### src/rtl/mips_controller.sv
// Multicycle control FSM for the 8-bit mini-MIPS datapath.
// Fetches a 32-bit instruction as four byte reads, then decodes and sequences execution.
module mips_controller (
  input  logic       clk,
  input  logic       reset,
  input  logic [5:0] op,
  input  logic       zero,
  output logic       memread,
  output logic       memwrite,
  output logic       alusrca,
  output logic [1:0] alusrcb,
  output logic       memtoreg,
  output logic       iord,
  output logic       pcen,
  output logic       regwrite,
  output logic       regdst,
  output logic [1:0] pcsource,
  output logic [1:0] aluop,
  output logic [3:0] irwrite,
  output logic [3:0] state
);

  typedef enum logic [3:0] {
    FETCH1  = 4'd0,
    FETCH2  = 4'd1,
    FETCH3  = 4'd2,
    FETCH4  = 4'd3,
    DECODE  = 4'd4,
    MEMADR  = 4'd5,
    LBRD    = 4'd6,
    LBWR    = 4'd7,
    SBWR    = 4'd8,
    RTYPEEX = 4'd9,
    RTYPEWR = 4'd10,
    BEQEX   = 4'd11,
    JEX     = 4'd12,
    ADDIEX  = 4'd13,
    ADDIWR  = 4'd14
  } state_t;

  localparam logic [5:0] OP_LB    = 6'b100000;
  localparam logic [5:0] OP_SB    = 6'b101000;
  localparam logic [5:0] OP_RTYPE = 6'b000000;
  localparam logic [5:0] OP_BEQ   = 6'b000100;
  localparam logic [5:0] OP_J     = 6'b000010;
  localparam logic [5:0] OP_ADDI  = 6'b001000;

  // Plain 4-bit register so the unused code 15 is representable and recovers to FETCH1.
  logic [3:0] state_r;
  logic [3:0] state_n;
  logic       pcwrite;
  logic       branch;

  // NOTE: sequential state uses non-blocking assignment so every flop samples pre-edge values.
  always_ff @(posedge clk or negedge reset) begin
    if (!reset) state_r <= FETCH1;
    else        state_r <= state_n;
  end

  // NOTE: every output gets a default before the case so no path infers a latch.
  always_comb begin
    state_n = FETCH1;
    case (state_r)
      FETCH1: state_n = FETCH2;
      FETCH2: state_n = FETCH3;
      FETCH3: state_n = FETCH4;
      FETCH4: state_n = DECODE;
      DECODE: begin
        case (op)
          OP_LB, OP_SB: state_n = MEMADR;
          OP_RTYPE:     state_n = RTYPEEX;
          OP_BEQ:       state_n = BEQEX;
          OP_J:         state_n = JEX;
          OP_ADDI:      state_n = ADDIEX;
          default:      state_n = FETCH1;
        endcase
      end
      MEMADR: begin
        if (op == OP_LB)      state_n = LBRD;
        else if (op == OP_SB) state_n = SBWR;
        else                  state_n = FETCH1;
      end
      LBRD:    state_n = LBWR;
      RTYPEEX: state_n = RTYPEWR;
      ADDIEX:  state_n = ADDIWR;
      default: state_n = FETCH1;
    endcase
  end

  always_comb begin
    memread  = 1'b0;
    memwrite = 1'b0;
    alusrca  = 1'b0;
    alusrcb  = 2'b00;
    memtoreg = 1'b0;
    iord     = 1'b0;
    regwrite = 1'b0;
    regdst   = 1'b0;
    pcsource = 2'b00;
    aluop    = 2'b00;
    irwrite  = 4'b0000;
    pcwrite  = 1'b0;
    branch   = 1'b0;
    case (state_r)
      FETCH1, FETCH2, FETCH3, FETCH4: begin
        memread = 1'b1;
        irwrite = 4'b0001 << state_r[1:0];
        alusrcb = 2'b01;
        pcwrite = 1'b1;
      end
      DECODE: alusrcb = 2'b11;
      MEMADR, ADDIEX: begin
        alusrca = 1'b1;
        alusrcb = 2'b10;
      end
      LBRD: begin
        memread = 1'b1;
        iord    = 1'b1;
      end
      LBWR: begin
        regwrite = 1'b1;
        memtoreg = 1'b1;
      end
      SBWR: begin
        memwrite = 1'b1;
        iord     = 1'b1;
      end
      RTYPEEX: begin
        alusrca = 1'b1;
        aluop   = 2'b10;
      end
      RTYPEWR: begin
        regwrite = 1'b1;
        regdst   = 1'b1;
      end
      BEQEX: begin
        alusrca  = 1'b1;
        aluop    = 2'b01;
        branch   = 1'b1;
        pcsource = 2'b01;
      end
      JEX: begin
        pcwrite  = 1'b1;
        pcsource = 2'b10;
      end
      ADDIWR: regwrite = 1'b1;
      default: ;
    endcase
  end

  // Only the branch path lets an input reach an output combinationally.
  assign pcen  = pcwrite | (branch & zero);
  assign state = state_r;

endmodule

### config.mk
export PLATFORM = sky130hd
export DESIGN_NAME = mips_controller
export DESIGN_NICKNAME = d
export VERILOG_FILES = /design/src/rtl/mips_controller.sv
export SDC_FILE = /design/constraint.sdc
export NUM_CORES = 1
export LEC_CHECK = 0
export CAP_MARGIN = 20
export CELL_PAD_IN_SITES_DETAIL_PLACEMENT = 1
export CELL_PAD_IN_SITES_GLOBAL_PLACEMENT = 2
export CORE_MARGIN = 5
export CORE_UTILIZATION = 16
export CTS_CLUSTER_DIAMETER = 50
export DETAILED_ROUTE_END_ITERATION = 10
export HOLD_SLACK_MARGIN = 0.02
export PLACE_DENSITY = 0.87
export SETUP_SLACK_MARGIN = 0.1
export SLEW_MARGIN = 30
export SYNTH_ARGS = -nofsm -noshare
export SYNTH_HDL_FRONTEND = slang
export SYNTH_SLANG_ARGS = --single-unit
### constraint.sdc
create_clock -name clk -period 1.7 [get_ports clk]
set_input_delay 0.17 -clock clk [delete_from_list [all_inputs] [get_ports clk]]
set_output_delay 0.17 -clock clk [all_outputs]
set_load 0.005 [all_outputs]
After elaboration in Yosys (flattened, before gate mapping)
Index checks and enable logic that the tools add are counted.
{ "op_classes": {"n_eq_ne": 19, "shifts": 1, "n_mux": 17, "bitwise": 2, "reduce_logical": 10} }
{ "ops": {"columns": ["cell", "n"], "rows": [
  ["$pmux W4 S9", 1],
  ["$eq A4 B4 Y1 const B", 7],
  ["$pmux W4 S5", 1],
  ["$eq A4 B3 Y1 const B", 4],
  ["$eq A6 B6 Y1 const B", 2],
  ["$mux W4", 3],
  ["$reduce_or A5 Y1", 2],
  ["$mux W1", 9],
  ["$eq A4 B2 Y1 const B", 2],
  ["$pmux W2 S2", 2],
  ["$reduce_or A4 Y1", 2],
  ["$eq A6 B2 Y1 const B", 1],
  ["$eq A6 B3 Y1 const B", 1],
  ["$eq A6 B4 Y1 const B", 1],
  ["$logic_not A6 Y1", 1],
  ["$pmux W2 S3", 1],
  ["$reduce_or A2 Y1", 3],
  ["$eq A4 B1 Y1 const B", 1],
  ["$logic_not A4 Y1", 1],
  ["$shl A1 B2 Y4 const A", 1],
  ["$reduce_or A3 Y1", 1],
  ["$and A1 B1 Y1", 1],
  ["$or A1 B1 Y1", 1]
]} }
{ "totals": {"ff_bits": 4, "inputBits": 9, "output_inout_bits": 22, "wordCells": 50} }

Depth between registers and ports, before layout
{ "depth": {"depth_word": 4, "ltp_mapped": 4, "depth_no_buf": 3} }

Worst setup path after synthesis
Ideal clock, no wire load.
{ "synth_path": {"path_kind": "register to register", "from": "reg state_r[1], in the netlist state[1]", "to": "reg state_r[2], in the netlist state[2]", "setup_time_ns": 0.101, "arrival_ns": 1.311, "required_ns": 1.599, "path_slack_ns": 0.289, "path_stages_with_launch": 4, "n_path_buf": 0, "period_less_slack_ns": 1.411, "cell_sequence": "dfrtp_1 or2_4 or4_4 o311ai_2"} }
{ "synth_between": {"elab_chain_len": 2, "word_cells_on_any_way": 10, "classes_between": "eq/ne: 8; mux: 1; reduce/logical: 1"} }
{ "synth_rtl": {"columns": ["item", "line_no", "source"], "rows": [
  ["from (decl)", "49", "logic [3:0] state_r;"],
  ["from (signal assigned)", "57", "else state_r <= state_n;"],
  ["$eq A4 B4 Y1 (tied with other cells)", "63", "case (state_r)"],
  ["$pmux W4 S9 (*)", "63", null],
  ["named net state_n[2]", "50", "logic [3:0] state_n;"]
]} }
Mark *: on every way through the listed nets, which the timed path passes. The rest lies on a longest branch.

Worst setup path after layout
{ "layout_path": {"from": "reg state_r[3], in the netlist state[3]", "to": "out pcen"} }
{ "layout_between": {"elab_chain_len": 4, "word_cells_on_any_way": 11, "classes_between": "eq/ne: 5; mux: 2; bitwise: 2; reduce/logical: 2"} }
{ "layout_rtl": {"columns": ["item", "line_no", "source"], "rows": [
  ["$eq A4 B2 Y1 (tied with other cells)", "104", "case (state_r)"],
  ["$reduce_or A5 Y1 (no source line) or $mux W1 (tied branches)", null, null],
  ["$mux W1 or $and A1 B1 Y1 (tied branches)", "104, 152", null],
  ["$or A1 B1 Y1 (*)", "152", "assign pcen = pcwrite | (branch & zero);"],
  ["to (decl)", "14", "output logic pcen,"]
]} }
Every way passes the cells marked *; elsewhere a longest branch is shown, timed or not.

==> flow_summary.json <==
{
  "status": "completed",
  "drive_above_1_share": 0.3364,
  "finClkSkew_ns": 0.001281,
  "slowest_stage": "dfrtp_2",
  "finalCritPeriodShare": 0.9240,
  "multi_input_area_sq_um": 372.9,
  "ios": 31,
  "io_buffers": 30,
  "vdd_drop_max_v": 0.0007558,
  "cts.clk_slew.worst_paths_ns": 0.04,
  "ys_types": 30,
  "synth_top_family_by_area": "simple AND/OR/NAND/NOR gates",
  "synth_compound_area_frac": 0.2412,
  "clk-insertion-delay-late_ns": 0.23,
  "timing.hold.ws_ns": 0.1432,
  "cts_tree": "yes",
  "grt_util_all_layers": 0.09967,
  "grt_pass1_wl_mm": 3.312,
  "maxSlewViolCount": 0,
  "power_density_nw_per_um2": 1250,
  "drc": 0,
  "die_x_microns": 63.72,
  "cts_root_buf": "clkbuf_4",
  "avgViaCountPerCell": 4.525,
  "fp-row-count": 19,
  "hold_viol_final": 0,
  "cts_max_level": 1,
  "postPlaceCellArea_sq_um": 834.6,
  "max_slew.worst_pin.slew_ns": 0.4001,
  "nFillCells": 343,
  "synth_mux_area_frac": 0,
  "rrSetupSlack_ns": 0.25,
  "die_area_sq_um": 4060,
  "firstDrtPassIters": 3,
  "final.min_clock_period_ns": 1.571,
  "clkSinkCount": 4,
  "routedWlPerCell_microns": 13.80,
  "final_cell_area_sq_um": 957.2,
  "routed_wl_mm": 1.946,
  "synth_seq_cells": 4,
  "synth_area_sq_um": 461.7,
  "maxSlewHeadroom": 0.7312,
  "nets": 121,
  "die_h_microns": 63.72,
  "syn_avg_cell_area_sq_um": 6.995,
  "syn-num-nets": 75,
  "critical_path_class": "register to output port",
  "hold_path_class": "input pin to async pin",
  "slowest_delay_ns": 0.43,
  "crit_arrival_ns": 1.40,
  "core_sq_um": 2758,
  "start_kind": "register",
  "area_growth_pct": 107.3,
  "drtAntennaViolNets": 0,
  "critPathBufInv": 2,
  "cp-end-kind": "output port",
  "yosys.area_share.adder": 0,
  "grt_pass1_vias": 722,
  "synthSimpleGateAreaFrac": 0.4309,
  "finalSetupViolations": 0,
  "cp.required_ns": 1.53,
  "drv_cap": 0,
  "synth-seq-area-share": 0.2168,
  "diodes": 0,
  "start_util": 0.1674,
  "ys.warnings.count": 0,
  "grt-ovfl-total": 0,
  "crit_chain": "buf_4 -> nand2_2 -> nor2_2 -> or2_1 -> dlygate4sd2_1",
  "antenna_found_initial": 0,
  "regArea_sq_um": 102.6,
  "final_cell_mix": "15 x nor2_1, 14 x dlygate4sd2_1, 14 x buf_4",
  "path_max_fanout": 6,
  "grt_max_degree": 13,
  "leakage_nw": 0.4881,
  "layout_commonest_cell": "nor2_1",
  "fmax_ghz": 0.6366,
  "critPathTopFamily": "buffers and inverters",
  "largest_reg_flops": 4,
  "rsz0062_at_grt": "true",
  "synthXorXnorAreaFrac": 0.03794,
  "netlist_instances": 66,
  "num_vias": 638,
  "gp_routability_congestion": 0.8115,
  "cts_buffers": 3,
  "dp_hpwl_mm": 1.445,
  "drt-initial-drc-count": 6,
  "clk_path_buf_depth": 2
}
-- routing by layer --
metal / track usage / up-vias / wire (microns)
li1: - / 317 / -
met1: 0.1103 / 299 / 830
met2: 0.1764 / 20 / 1004
met3: 0.03020 / 2 / 87
met4: 0.03896 / 0 / 23
met5: 0 / - / 0
-- synthesized netlist by cell type (all sizes together) --
master	count	share of area
nor3b	1	0.016
xor2	1	0.019
dfrtp	4	0.22
nand2	5	0.041
nor2b	3	0.041
and3	1	0.014
o21a	1	0.016
or2	4	0.060
o32a	1	0.022
nand2b	4	0.070
or4	1	0.024
nor2	16	0.13
o21bai	1	0.016
inv	2	0.016
a41oi	2	0.038
o22ai	1	0.014
a21oi	5	0.054
o311ai	1	0.035
nand4	1	0.014
o22a	1	0.019
o211ai	1	0.016
o21ai	1	0.011
xnor2	1	0.019
buf	4	0.049
clkbuf	1	0.0081
nor3	1	0.011
nand3	1	0.011
-- area by class of cell --
class,count,share of cell area
clock buffer,3,0.02353
multi-input combinational,55,0.3895
inverter,2,0.007843
timing repair buffer,46,0.4314
sequential,4,0.1072
tap,31,0.04052
-- through the flow --
stage	utilization	cells	TNS (ns)	total power [mW]	setup WS, ns
after floorplan	-	66	0	0.5495	0.2888
after global placement	0.3026	130	0	0.9857	0.07262
after detailed placement	0.3026	130	0	0.9937	0.05237
after CTS	0.3271	139	-0.1358	1.145	-0.06099
after global routing	0.3471	141	0	1.309	0.04252
final	0.3471	141	0	1.196	0.1293
-- report_power, final --
part / leakage [nW] / total [mW] / switching [mW] / internal, mW
Clock: 0.0138 / 0.111 / 0.0327 / 0.0786
Sequential: 0.0481 / 0.164 / 0.0324 / 0.132
Combinational: 0.426 / 0.921 / 0.413 / 0.508
-- timing repair --
action                                 in CTS  in global routing
setup endpoints to repair                  18                  9
gates resized for setup                    23                 14
buffers inserted                            6                  2
hold buffers                                0                  0
endpoints found under the hold margin       0                  0
-- path summary, 6_finish.rpt --
path,start,to,cells past startpoint
worst max-delay path,state[3]$_DFF_PN0_,pcen,5
worst min-delay path,reset,state[0]$_DFF_PN0_,1
worst max register to register,state[1]$_DFF_PN0_,state[2]$_DFF_PN0_,3
worst min register to register,state[3]$_DFF_PN0_,state[1]$_DFF_PN0_,3
max in group asynchronous,reset,state[3]$_DFF_PN0_,1
min in group clk,op[0],state[3]$_DFF_PN0_,3
-- worst register-to-register path, stage by stage, from the launching register on --
cell and delay (ns):
dfrtp_1 0.38, or2_4 0.29, or4_4 0.43, o311ai_2 0.25
-- cell families after synthesis --
kind of cell,count (synthesis)
buffers and inverters,7
AND/OR/NAND/NOR,38
flip-flops,4
XOR/XNOR,2
AO/OA/AOI/OAI,15
Power figures use the tool's default switching activity.
